**src/rtl/counter_seq.sv**
```systemverilog
// counter_seq: unsigned up-counter with a terminal-count strobe for the SD-card read path.
// Free mode counts enable pulses; sequence mode performs one counting run per start strobe.
module counter_seq #(
    parameter int unsigned   dw  = 8,
    parameter logic [dw-1:0] max = dw'(8'h40),
    parameter bit            seq = 1'b0
) (
    input  logic          clk,
    input  logic          reset,
    input  logic          enable,
    input  logic          start_strb,
    output logic [dw-1:0] cntr,
    output logic          strb
);

    logic [dw-1:0] r_cntr;
    logic          r_running;
    logic          w_start;
    logic          w_active;
    logic          w_at_max;

    // Free mode acts as a permanently running sequence that can never be restarted.
    assign w_start  = seq & start_strb;
    assign w_active = seq ? r_running : 1'b1;
    assign w_at_max = (r_cntr == max);

    // NOTE: state registers use non-blocking assignments so every flop samples pre-edge values.
    always_ff @(posedge clk or posedge reset) begin
        if (reset) begin
            r_cntr    <= '0;
            r_running <= 1'b0;
        end else if (w_start) begin
            r_cntr    <= '0;
            r_running <= 1'b1;
        end else if (w_active && w_at_max) begin
            r_cntr    <= '0;
            r_running <= 1'b0;
        end else if (w_active && enable) begin
            r_cntr    <= r_cntr + dw'(1);
        end
    end

    assign cntr = r_cntr;
    assign strb = w_active & w_at_max;

endmodule

```
**config.mk**
```make
export PLATFORM = sky130hd
export DESIGN_NAME = counter_seq
export DESIGN_NICKNAME = d
export VERILOG_FILES = /design/src/rtl/counter_seq.sv
export SDC_FILE = /design/constraint.sdc
export NUM_CORES = 1
export LEC_CHECK = 0
export ABC_AREA = 0
export CAP_MARGIN = 10
export CORE_AREA = 8 8 45 47
export CTS_CLUSTER_SIZE = 24
export DETAILED_ROUTE_END_ITERATION = 16
export DIE_AREA = 0 0 53 55
export GPL_TIMING_DRIVEN = 0
export MAX_ROUTING_LAYER = met4
export SYNTH_ARGS = -nofsm -noshare
export SYNTH_HDL_FRONTEND = slang
export SYNTH_SLANG_ARGS = --single-unit
export TNS_END_PERCENT = 10
```
**constraint.sdc**
```tcl
create_clock -name clk -period 2.1 [get_ports clk]
set_input_delay 0.21 -clock clk [delete_from_list [all_inputs] [get_ports clk]]
set_output_delay 0.21 -clock clk [all_outputs]
set_load 0.02 [all_outputs]
```
==> results.yml <==
outcome:
  status: "complete, no violations"
critical_path:
  slowest_delay_ps: 560
  critPathSlowestCell: "or4_4"
  crit_chain: "or4_4, nor3_4, clkdlybuf4s15_1"
  worstSetupEndpointType: "output port"
  crit_required_ps: 1890
  cp.depth: 3
  critPathArrivalTime_ps: 1800
  cp_num_buf_inv: 1
  cp_top_family: "simple AND/OR/NAND/NOR gates"
  start_kind: "register"
  criticalPathCategory: "register to output port"
  crit_path_max_fanout: 6
  r2r_start: "cntr[3]"
  cp-startpoint: "cntr[3]"
  reg2reg_depth: 3
yosys:
  synth_warnings: 0
  syn_area_per_cell_sq_um: 10.6
  syn_area_sq_um: 413
  yosysTopAreaCellShare_pct: 48.5
  yosys.area.top_type: "dfrtp_1"
  synthArstFlopShare_pct: 100
  synth_cell_types: 18
  synth-seq-cells: 8
  ys_seq_area_share_pct: 48.5
  synthTopCellsByArea: "dfrtp_1 48%, xnor2_1 8.5%, ha_1 6.1%"
  synthesis.nets: 45
  netlist_instances: 39
  synth_edf_count: 0
  yosysMostFrequentCell: "dfrtp_1"
  synthTopCellsByCount: "8 x dfrtp_1, 4 x nand2_1, 4 x xnor2_1"
  synthFlopType: "dfrtp_1"
layout:
  largest_reg_flops: 8
  stdcell_count: 69
  fin_nets: 61
  syn_to_final_growth_pct: 37.0
  drive_gt1_share_pct: 11.3
  diodes: 0
sta:
  finalSetupViolCount: 0
  rsz0062_at_grt: "false"
  tightest_slew_ps: 311
  max_freq_mhz: 496
  hold_viol: 0
  fin_crit_sh_pct: 95.9
  setup_tns_ps: 0
  finClkSkew_ps: 1.05
  maxSlewHeadroom_pct: 79.3
  slew_viol_final: 0
  period_minus_slack_ps: 2010
power:
  p_clk_share_pct: 14.8
  combPwrFrac_pct: 44.8
  switching_share_pct: 41.3
  pwr_density_cell_nw_per_um2: 1400
  power.switching_mw: 0.327
  p_int_mw: 0.465
  power.share.sequential_pct: 40.4
  vdd_drop_max_uv: 526
  power_leakage_nw: 0.255
placed_design:
  dp_hpwl_um: 611
  io_buffers: 11
  gp_congestion: 0.768
  placed_cells: 66
route:
  firstDrtPassIters: 2
  drt_iter0_markers: 3
  drt-wirelength-per-cell_um: 11.6
  finalWirelength_um: 801
  ant_nets: 0
  drc: 0
  num_vias: 312
  via_per_inst: 4.52
floorplan:
  fp.dieArea_sq_um: 2920
  floorplan.initialDensity_pct: 29.8
  rows: 14
  ios: 13
  die_w_um: 53
  coreArea_sq_um: 1380
  chipHeight_um: 55
cts:
  cts-root-buf: "clkbuf_4"
  cts_setup_buffers: 0
  clock_sinks: 8
  cts_tree: "yes"
  cts_hold_buf: 0
  cts_max_level: 1
  numCtsBuffers: 3
  max-clock-path-buffers: 2
  clk_latency_ps: 250
  clkSlewWorstSetupHoldPaths_ps: 50
global_routing:
  grt_pass1_vias: 343
  grt_usage_pct: 6.59
  grt_first_pass_wirelength_mm: 1.35
  antenna_found_initial: 0
  grt_max_degree: 9
  overflow: 0
run:
  max_cap_violations: 0
hold_path:
  hold_class: "primary input to async pin"
## what timing repair did
item / CTS / global route
endpoints found under the setup margin: 1 / 1
resized for setup: 1 / 1
gates cloned: 0 / 0
## layout make-up
cell class                      count  area, sq um
Tap cell                           16         20.0
Clock buffer                        3         22.5
Fill cell                         140          818
Sequential cell                     8          200
Timing Repair Buffer               11          110
Multi-Input combinational cell     28          201
Inverter                            3         11.3
## metrics by stage
stage               area (sq um)  hold slack [ps]  util [%]  worst slack [ps]  total power [mW]
floorplan                    413             25.7         -               562             0.519
global route                 566              226      40.9              3.90             0.857
CTS                          564              215      40.8              38.7             0.801
finish                       566              201      40.9              85.9             0.792
global placement             543              482      39.2              30.0             0.682
detailed placement           543              488      39.2              37.6             0.680
## final timing paths
path,to,slack [ps]
worst min-delay path,cntr[4],200
min in group clk,cntr[7],500
worst min register to register,cntr[7],500
worst max-delay path,strb,90
worst max register to register,cntr[6],700
max in group asynchronous,cntr[5],1670
## per-layer routing
layer	track usage [%]	vias to the layer above	share of wire, %	routed length (um)
met5	-	-	0	0
met4	6.03	0	1.5	12
met3	2.67	2	9.7	78
met2	8.01	12	37	296
met1	7.94	136	52	415
li1	-	162	-	-
## placed cells by master (no fill, tap or decap), drive strengths merged
master         count
a21oi              1
and2               1
and3               1
clkbuf             3
clkdlybuf4s15      1
clkdlybuf4s50     10
dfrtp              8
ha                 2
inv                3
mux2i              1
nand2              4
nand3              1
nand4              3
nor2               3
nor3               1
o21ai              3
or3                1
or4                1
xnor2              4
xor2               1
## worst reg2reg max path, cell delays in order, from the launching register on
cell     delay (ps)
dfrtp_1         440
or4_4           560
nor3_4          200
a21oi_1          70
## power by group through the flow
| stage | clock (mW) | combinational (mW) | sequential [mW] |
|---|---|---|---|
| after floorplan | 0 | 0.137 | 0.381 |
| after global placement | 0 | 0.357 | 0.325 |
| after detailed placement | 0 | 0.356 | 0.323 |
| after CTS | 0.122 | 0.358 | 0.321 |
| after global routing | 0.131 | 0.387 | 0.339 |
| final | 0.118 | 0.355 | 0.320 |
## cell families (layout without fill, tap and decap cells)
group / count (synthesis) / after routing / share of synthesized area (%)
flip-flops: 8 / 8 / 48.5
multiplexers: 1 / 1 / 2.42
adder cells (fa/ha/maj): 2 / 2 / 6.06
XOR/XNOR: 5 / 5 / 10.6
AND/OR/NAND/NOR: 16 / 16 / 24.8
buffers and inverters: 3 / 17 / 2.73
AO/OA/AOI/OAI: 4 / 4 / 4.85
(Power assumes the default switching activity.)
